**src/rtl/multicycle_control_pkg.sv**
```systemverilog
`default_nettype none
// ============================================================================
// Module   : multicycle_control_pkg
// Purpose  : Shared types and encodings for the multicycle control unit.
// Revision : 1.0  initial release
// ============================================================================
package multicycle_control_pkg;

    // TRAP exists only when MULTICYCLE_CONTROL_ILLEGAL_TRAP_EN is defined
    typedef enum logic [2:0] {
        FETCH  = 3'd0,
        DECODE = 3'd1,
        EXEC   = 3'd2,
        MEM    = 3'd3,
        WB     = 3'd4
`ifdef MULTICYCLE_CONTROL_ILLEGAL_TRAP_EN
        ,
        TRAP   = 3'd5
`endif
    } state_e;

    localparam logic [3:0] c_op_jump   = 4'd0;
    localparam logic [3:0] c_op_rtype  = 4'd1;
    localparam logic [3:0] c_op_load   = 4'd2;
    localparam logic [3:0] c_op_store  = 4'd3;
    localparam logic [3:0] c_op_branch = 4'd4;

    localparam logic [1:0] c_alu_add   = 2'b00;
    localparam logic [1:0] c_alu_sub   = 2'b01;
    localparam logic [1:0] c_alu_funct = 2'b10;

    localparam logic [1:0] c_pc_seq    = 2'b00;
    localparam logic [1:0] c_pc_branch = 2'b01;
    localparam logic [1:0] c_pc_jump   = 2'b10;

    typedef struct packed {
        logic jump;
        logic rtype;
        logic load;
        logic store;
        logic branch;
        logic illegal;
    } op_class_t;

endpackage
`default_nettype wire

```
**src/rtl/multicycle_control_decoder.sv**
```systemverilog
`default_nettype none
// ============================================================================
// Module   : opcode_class_decoder
// Purpose  : Combinational opcode to one-hot instruction class.
// Revision : 1.0  initial release
// ============================================================================
module opcode_class_decoder
    import multicycle_control_pkg::*;
#(
    parameter int OPCODE_W = 4
) (
    input  logic [OPCODE_W-1:0] opcode,
    output op_class_t           op_class
);

    logic       upper_zero;
    logic [3:0] low_nibble;

    always_comb begin
        // any bit above the nibble set makes the opcode illegal
        upper_zero = ((opcode >> 4) == '0);
        low_nibble = opcode[3:0];
        op_class   = '0;
        if (upper_zero) begin
            case (low_nibble)
                c_op_jump:   op_class.jump    = 1'b1;
                c_op_rtype:  op_class.rtype   = 1'b1;
                c_op_load:   op_class.load    = 1'b1;
                c_op_store:  op_class.store   = 1'b1;
                c_op_branch: op_class.branch  = 1'b1;
                default:     op_class.illegal = 1'b1;
            endcase
        end else begin
            op_class.illegal = 1'b1;
        end
    end

endmodule
`default_nettype wire

```
**src/rtl/multicycle_control.sv**
```systemverilog
`default_nettype none
// ============================================================================
// Module   : multicycle_control
// Purpose  : FSM controller for a multicycle datapath with memory timeout.
//            Define MULTICYCLE_CONTROL_ILLEGAL_TRAP_EN to trap illegal opcodes.
// Revision : 1.0  initial release
// ============================================================================
module multicycle_control
    import multicycle_control_pkg::*;
#(
    parameter int OPCODE_W     = 4,
    parameter int MEM_WAIT_MAX = 15
) (
    input  logic                clock,
    input  logic                reset,
    input  logic [OPCODE_W-1:0] opcode,
    input  logic                mem_ready,
    input  logic                zero,
    output logic                pc_write,
    output logic                ir_write,
    output logic                reg_write,
    output logic                mem_read,
    output logic                mem_write,
    output logic                reg_dst,
    output logic                mem_to_reg,
    output logic                alu_src,
    output logic [1:0]          alu_op,
    output logic [1:0]          pc_src,
    output logic                instr_done,
    output logic                mem_timeout,
    output logic                illegal
);

    localparam int             CNT_W        = $clog2(MEM_WAIT_MAX + 1);
    localparam logic [CNT_W-1:0] c_wait_limit = CNT_W'(MEM_WAIT_MAX);

    state_e              state_q, state_d;
    logic [OPCODE_W-1:0] op_q, op_d;
    logic [CNT_W-1:0]    wait_q, wait_d;

    op_class_t dec_live;
    op_class_t dec_held;
    logic      wait_expired;
    logic      unused_held_class;

    opcode_class_decoder #(.OPCODE_W(OPCODE_W)) u_dec_live (
        .opcode   (opcode),
        .op_class (dec_live)
    );

    opcode_class_decoder #(.OPCODE_W(OPCODE_W)) u_dec_held (
        .opcode   (op_q),
        .op_class (dec_held)
    );

    // jump/illegal never leave DECODE, so the held copy ignores them
    assign unused_held_class = dec_held.jump | dec_held.illegal;
    assign wait_expired      = (wait_q == c_wait_limit);

    always_ff @(posedge clock) begin
        if (reset) begin
            state_q <= FETCH;
            op_q    <= '0;
            wait_q  <= '0;
        end else begin
            state_q <= state_d;
            op_q    <= op_d;
            wait_q  <= wait_d;
        end
    end

    always_comb begin
        state_d     = state_q;
        op_d        = op_q;
        wait_d      = '0;
        pc_write    = 1'b0;
        ir_write    = 1'b0;
        reg_write   = 1'b0;
        mem_read    = 1'b0;
        mem_write   = 1'b0;
        reg_dst     = 1'b0;
        mem_to_reg  = 1'b0;
        alu_src     = 1'b0;
        alu_op      = c_alu_add;
        pc_src      = c_pc_seq;
        instr_done  = 1'b0;
        mem_timeout = 1'b0;
        illegal     = 1'b0;

        case (state_q)
            FETCH: begin
                // mem_ready is tested first so it beats a same-cycle timeout
                if (mem_ready) begin
                    mem_read = 1'b1;
                    ir_write = 1'b1;
                    pc_write = 1'b1;
                    pc_src   = c_pc_seq;
                    state_d  = DECODE;
                end else if (wait_expired) begin
                    mem_timeout = 1'b1;
                    state_d     = FETCH;
                end else begin
                    mem_read = 1'b1;
                    wait_d   = wait_q + CNT_W'(1);
                end
            end

            DECODE: begin
                op_d = opcode;
                if (dec_live.jump) begin
                    pc_write   = 1'b1;
                    pc_src     = c_pc_jump;
                    instr_done = 1'b1;
                    state_d    = FETCH;
                end
                if (dec_live.rtype | dec_live.load | dec_live.store | dec_live.branch) begin
                    state_d = EXEC;
                end
                if (dec_live.illegal) begin
`ifdef MULTICYCLE_CONTROL_ILLEGAL_TRAP_EN
                    state_d = TRAP;
`else
                    instr_done = 1'b1;
                    state_d    = FETCH;
`endif
                end
            end

            EXEC: begin
                if (dec_held.rtype) begin
                    alu_op  = c_alu_funct;
                    state_d = WB;
                end else if (dec_held.load | dec_held.store) begin
                    alu_op  = c_alu_add;
                    alu_src = 1'b1;
                    state_d = MEM;
                end else if (dec_held.branch) begin
                    alu_op     = c_alu_sub;
                    pc_src     = c_pc_branch;
                    pc_write   = zero;
                    instr_done = 1'b1;
                    state_d    = FETCH;
                end else begin
                    state_d = FETCH;
                end
            end

            MEM: begin
                if (mem_ready) begin
                    mem_read  = dec_held.load;
                    mem_write = dec_held.store;
                    if (dec_held.store) begin
                        instr_done = 1'b1;
                        state_d    = FETCH;
                    end else begin
                        state_d = WB;
                    end
                end else if (wait_expired) begin
                    mem_timeout = 1'b1;
                    state_d     = FETCH;
                end else begin
                    mem_read  = dec_held.load;
                    mem_write = dec_held.store;
                    wait_d    = wait_q + CNT_W'(1);
                end
            end

            WB: begin
                reg_write  = 1'b1;
                instr_done = 1'b1;
                reg_dst    = dec_held.rtype;
                mem_to_reg = dec_held.load;
                state_d    = FETCH;
            end

`ifdef MULTICYCLE_CONTROL_ILLEGAL_TRAP_EN
            TRAP: begin
                illegal = 1'b1;
                state_d = TRAP;
            end
`endif

            default: state_d = FETCH;
        endcase

        // outputs are forced quiet for the whole reset cycle
        if (reset) begin
            pc_write    = 1'b0;
            ir_write    = 1'b0;
            reg_write   = 1'b0;
            mem_read    = 1'b0;
            mem_write   = 1'b0;
            reg_dst     = 1'b0;
            mem_to_reg  = 1'b0;
            alu_src     = 1'b0;
            alu_op      = 2'b00;
            pc_src      = 2'b00;
            instr_done  = 1'b0;
            mem_timeout = 1'b0;
            illegal     = 1'b0;
        end
    end

endmodule
`default_nettype wire

```
**config.mk**
```make
export PLATFORM = sky130hd
export DESIGN_NAME = multicycle_control
export DESIGN_NICKNAME = d
export VERILOG_FILES = /design/src/rtl/multicycle_control_pkg.sv /design/src/rtl/multicycle_control_decoder.sv /design/src/rtl/multicycle_control.sv
export SDC_FILE = /design/constraint.sdc
export NUM_CORES = 1
export LEC_CHECK = 0
export CAP_MARGIN = 20
export CORE_MARGIN = 3
export CORE_UTILIZATION = 45
export CTS_CLUSTER_DIAMETER = 50
export DETAILED_ROUTE_END_ITERATION = 6
export PLACE_DENSITY_LB_ADDON = 0.05
export SLEW_MARGIN = 25
export SYNTH_ARGS = -nofsm -noshare
export SYNTH_HDL_FRONTEND = slang
export SYNTH_HIERARCHICAL = 1
export SYNTH_SLANG_ARGS = --single-unit
export TNS_END_PERCENT = 5
```
**constraint.sdc**
```tcl
create_clock -name clock -period 2.44 [get_ports clock]
set_input_delay 0.244 -clock clock [delete_from_list [all_inputs] [get_ports clock]]
set_output_delay 0.244 -clock clock [all_outputs]
set_load 0.05 [all_outputs]
```
# Word-level counts from Yosys, hierarchy flattened

Cells that the tools add are included.

Add/subtract/negate cells: 1
Multiply operators: 0
Divide/modulo/power cells: 0
Magnitude comparators: 0
Eq/ne operators: 14
Shift-type cells: 0
Muxes and demuxes: 69
Bitwise operators: 5
Reductions and logical operators: 5

Operators with widths:

| kind                                                             | number |
|---|---|
| 1-bit 2-to-1 mux                                                 | 50 |
| 3-bit 2-to-1 mux                                                 | 8 |
| 4-bit by 2-bit == test with 1-bit output (second input constant) | 4 |
| 2-bit 2-to-1 mux                                                 | 6 |
| 3-bit one-hot mux with 4 select lines                            | 1 |
| 4-bit by 1-bit == test with 1-bit output (second input constant) | 2 |
| 4-bit by 3-bit == test with 1-bit output (second input constant) | 2 |
| 3-bit by 2-bit == test with 1-bit output (second input constant) | 2 |
| 5-bit OR reduction                                               | 1 |
| 4-bit by 1-bit adder with 4-bit output (second input constant)   | 1 |
| 4-bit == test (second input constant)                            | 1 |
| 4-bit zero test                                                  | 1 |
| 4-bit != test (second input constant)                            | 1 |
| 1-bit bitwise OR                                                 | 4 |
| 1-bit one-hot mux with 4 select lines                            | 1 |
| 2-bit one-hot mux with 2 select lines                            | 1 |
| 4-bit OR reduction                                               | 1 |
| 3-bit by 1-bit == test with 1-bit output (second input constant) | 1 |
| 3-bit == test (second input constant)                            | 1 |
| 3-bit zero test                                                  | 1 |
| 1-bit one-hot mux with 3 select lines                            | 1 |
| 1-bit one-hot mux with 2 select lines                            | 1 |
| 2-bit OR reduction                                               | 1 |
| 1-bit inverter                                                   | 1 |

Flip-flop bits (word level): 11
Bits in latches: 0
Bits in writable memories: 0
ROM bits: 0
Output and inout port bits: 15
Word-level logic and storage cells: 97
Memories: 0

# Depth between registers and ports, before layout

Word-level depth: 8
Gate-level depth with buffers: 6
Gate-level depth less buffers: 5

# Modules after synthesis

The synthesis kept the hierarchy.

Modules (own cells, without submodules):

| module               | instances | cells an instance | area each (sq um) | sequential area each (sq um) |
|---|---|---|---|---|
| multicycle_control   | 1         | 91                | 710.7             | 220.2 |
| opcode_class_decoder | 2         | 7                 | 56.3              | 0.0 |

# Worst setup path before layout

Ideal clock, no wire load.

Kind: register to output
From: register op_q[3]
To: output pc_write
Data arrival time: 2.611 ns
Data required time: 2.196 ns
Setup slack: -0.415 ns
Cell stages (with the launch flop): 6
Buffers on the path: 0
Cell sequence: dfxtp_1 > and4bb_2 > nor2_1 > nand4_1 > o32a_1 > nor4_1

RTL lines:

| element                | line                     | text |
|---|---|---|
| from (decl)            | multicycle_control.sv:38 | `logic [OPCODE_W-1:0] op_q, op_d;` |
| from (signal assigned) | multicycle_control.sv:67 | `op_q <= op_d;` |
| to (decl)              | multicycle_control.sv:19 | `output logic pc_write,` |

==> impl_metrics.env <==
export IMPL_rows=14
export IMPL_cts_tree="built"
export IMPL_ioPinCount=23
export IMPL_final_area_um2=1170
export IMPL_path_cells="clkdlybuf4s50_1 -> nor4_1 -> buf_4 -> mux2i_1 -> o32a_1 -> nor4_2 -> buf_12"
export IMPL_areaGrowthSynthToFinish_pct=45.0
export IMPL_clk_latency_ns=0.27
export IMPL_grt_first_pass_wirelength_mm=3.04
export IMPL_drtAntennaViolNets=0
export IMPL_path_class="in -> out"
export IMPL_max_freq_mhz=439
export IMPL_placed_area_um2=1130
export IMPL_cp_end_kind="primary output"
export IMPL_crit_slowest_cell="clkdlybuf4s50_1"
export IMPL_drt_pass1_iterations=4
export IMPL_dieWidth_um=48.3
export IMPL_finalHoldViolCount=0
export IMPL_p_per_area_nw_per_um2=368
export IMPL_cap_violations=0
export IMPL_drive_gt1_share_pct=24.8
export IMPL_fin_util_pct=73.3
export IMPL_root_buffer="clkbuf_4"
export IMPL_wl_met2_um=825
export IMPL_drc=0
export IMPL_timing_rr_start="op_q[0]"
export IMPL_grt_antenna_before_repair=0
export IMPL_period_minus_slack_ns=2.28
export IMPL_finalPower_mw=0.430
export IMPL_die_height_um=48.3
export IMPL_syn_num_nets=111
export IMPL_syn_avg_cell_area_um2=7.90
export IMPL_nets=135
export IMPL_drv_slew=0
export IMPL_dp_hpwl_mm=1.37
export IMPL_n_antenna_cell=0
export IMPL_worstHoldStart="wait_q[0]"
export IMPL_grt_pass1_vias=677
export IMPL_cts_sinks=11
export IMPL_gp_congestion=0.805
export IMPL_h_tree_depth=1
export IMPL_dieArea_um2=2330
export IMPL_vdd_drop_max_mv=0.306
export IMPL_worstHoldPathType="reg -> reg"
export IMPL_globalRouteTotalUtil_pct=16.2
export IMPL_setup_tns_final_ns=0
export IMPL_finalCritPeriodShare_pct=93.4
export IMPL_synth_area_um2=806
export IMPL_required_ns=2.20
export IMPL_status="finished clean"
export IMPL_fin_hold_ws_ns=0.445
export IMPL_clk_pin_slew_worst_paths_ns=0.07
export IMPL_grt_max_degree=12
export IMPL_port_buffers=21
export IMPL_p_leak_nw=0.463
export IMPL_wl_met3_um=115
export IMPL_drt_vias_per_instance=5.36
export IMPL_cts_buffers=3
export IMPL_routed_wl_mm=1.79
export IMPL_coreArea_um2=1590
export IMPL_cp_start_kind="input pin"
export IMPL_clock_path_buffers=2
export IMPL_finalClockSkew_ns=0.00241
export IMPL_crit_start="opcode[1]"
export IMPL_rsz0062_at_grt="false"
export IMPL_setup_viol=0
export IMPL_drt_initial_drc_count=7
export IMPL_worst_ep_arrival_time_ns=2.03
export IMPL_wirelength_met1_um=825
export IMPL_routedWlPerCell_um=12.0
export IMPL_grt_overflow=0
export IMPL_crit_fanout=7
export IMPL_netlist_instances=102
export IMPL_initial_utilization_pct=50.5
export IMPL_synth_warnings=6
export IMPL_top_layer="met4"
export IMPL_slowest_delay_ns=0.50
export IMPL_vias=798
-- per-layer routing --
metal / up-vias / global-route usage (%)
met5: - / 0
met4: 0 / 7.11
met3: 2 / 3.68
met2: 22 / 24.3
met1: 359 / 22.1
li1: 415 / -
-- placed cells by master (no fill, tap or decap), types with 3 or more instances in the layout --
master and n:
nor2_1 16, dfxtp_1 11, buf_12 10, buf_4 10, clkdlybuf4s50_1 7, nor3_1 5
mux2i_1 5, nor4b_1 5, nand3_1 3, and2_1 3, o21ai_0 3, inv_1 3
nand2_1 3, nand2b_1 3, clkbuf_4 3
-- report_power, final --
part	leakage (nW)	switching (mW)	internal, mW
clock network	0.0177	0.0659	0.0608
logic	0.355	0.0570	0.0510
registers	0.0895	0.00921	0.186
total	0.463	0.132	0.298
-- flip-flops by register name (all words and copies together) (netlist names) --
register,count
op_q,4
state_q,3
wait_q,4
-- worst paths after layout --
check | to | slack (ns) | depth (start not counted)
hold reg to reg | wait_q[0] | 0.45 | 1
setup reg to reg | state_q[0] | 0.75 | 5
setup / recovery | pc_write | 0.16 | 7
hold / removal | wait_q[0] | 0.45 | 1
-- worst max-delay path, delay by kind of cell --
family          cells  cell delay [ns]
compound gates      1             0.31
buf+inv             3             0.86
mux                 1             0.07
simple gates        2             0.56
-- timing repair --
item	4_1_cts	5_1_grt
resized for setup	0	1
setup buffers	0	1
hold buffers	0	0
endpoints found under the setup margin	0	3
-- through the flow --
stage / worst slack, ns / std cells
floorplan: -0.164 / 102
finish: 0.162 / 149
detailed placement: 0.180 / 144
global placement: 0.199 / 144
global route: 0.0482 / 149
CTS: 0.159 / 148
-- layout make-up --
| class | count | area, µm² |
|---|---|---|
| multi-input cells | 80 | 534 |
| clock buffers | 3 | 22.5 |
| inverters | 3 | 11.3 |
| flip-flops and latches | 11 | 220 |
| well taps | 24 | 30.0 |
| clock inverters | 1 | 5.00 |
| repair buffers | 27 | 345 |
| fillers | 113 | 425 |
Note: power is estimated with default switching activity, not from simulation.
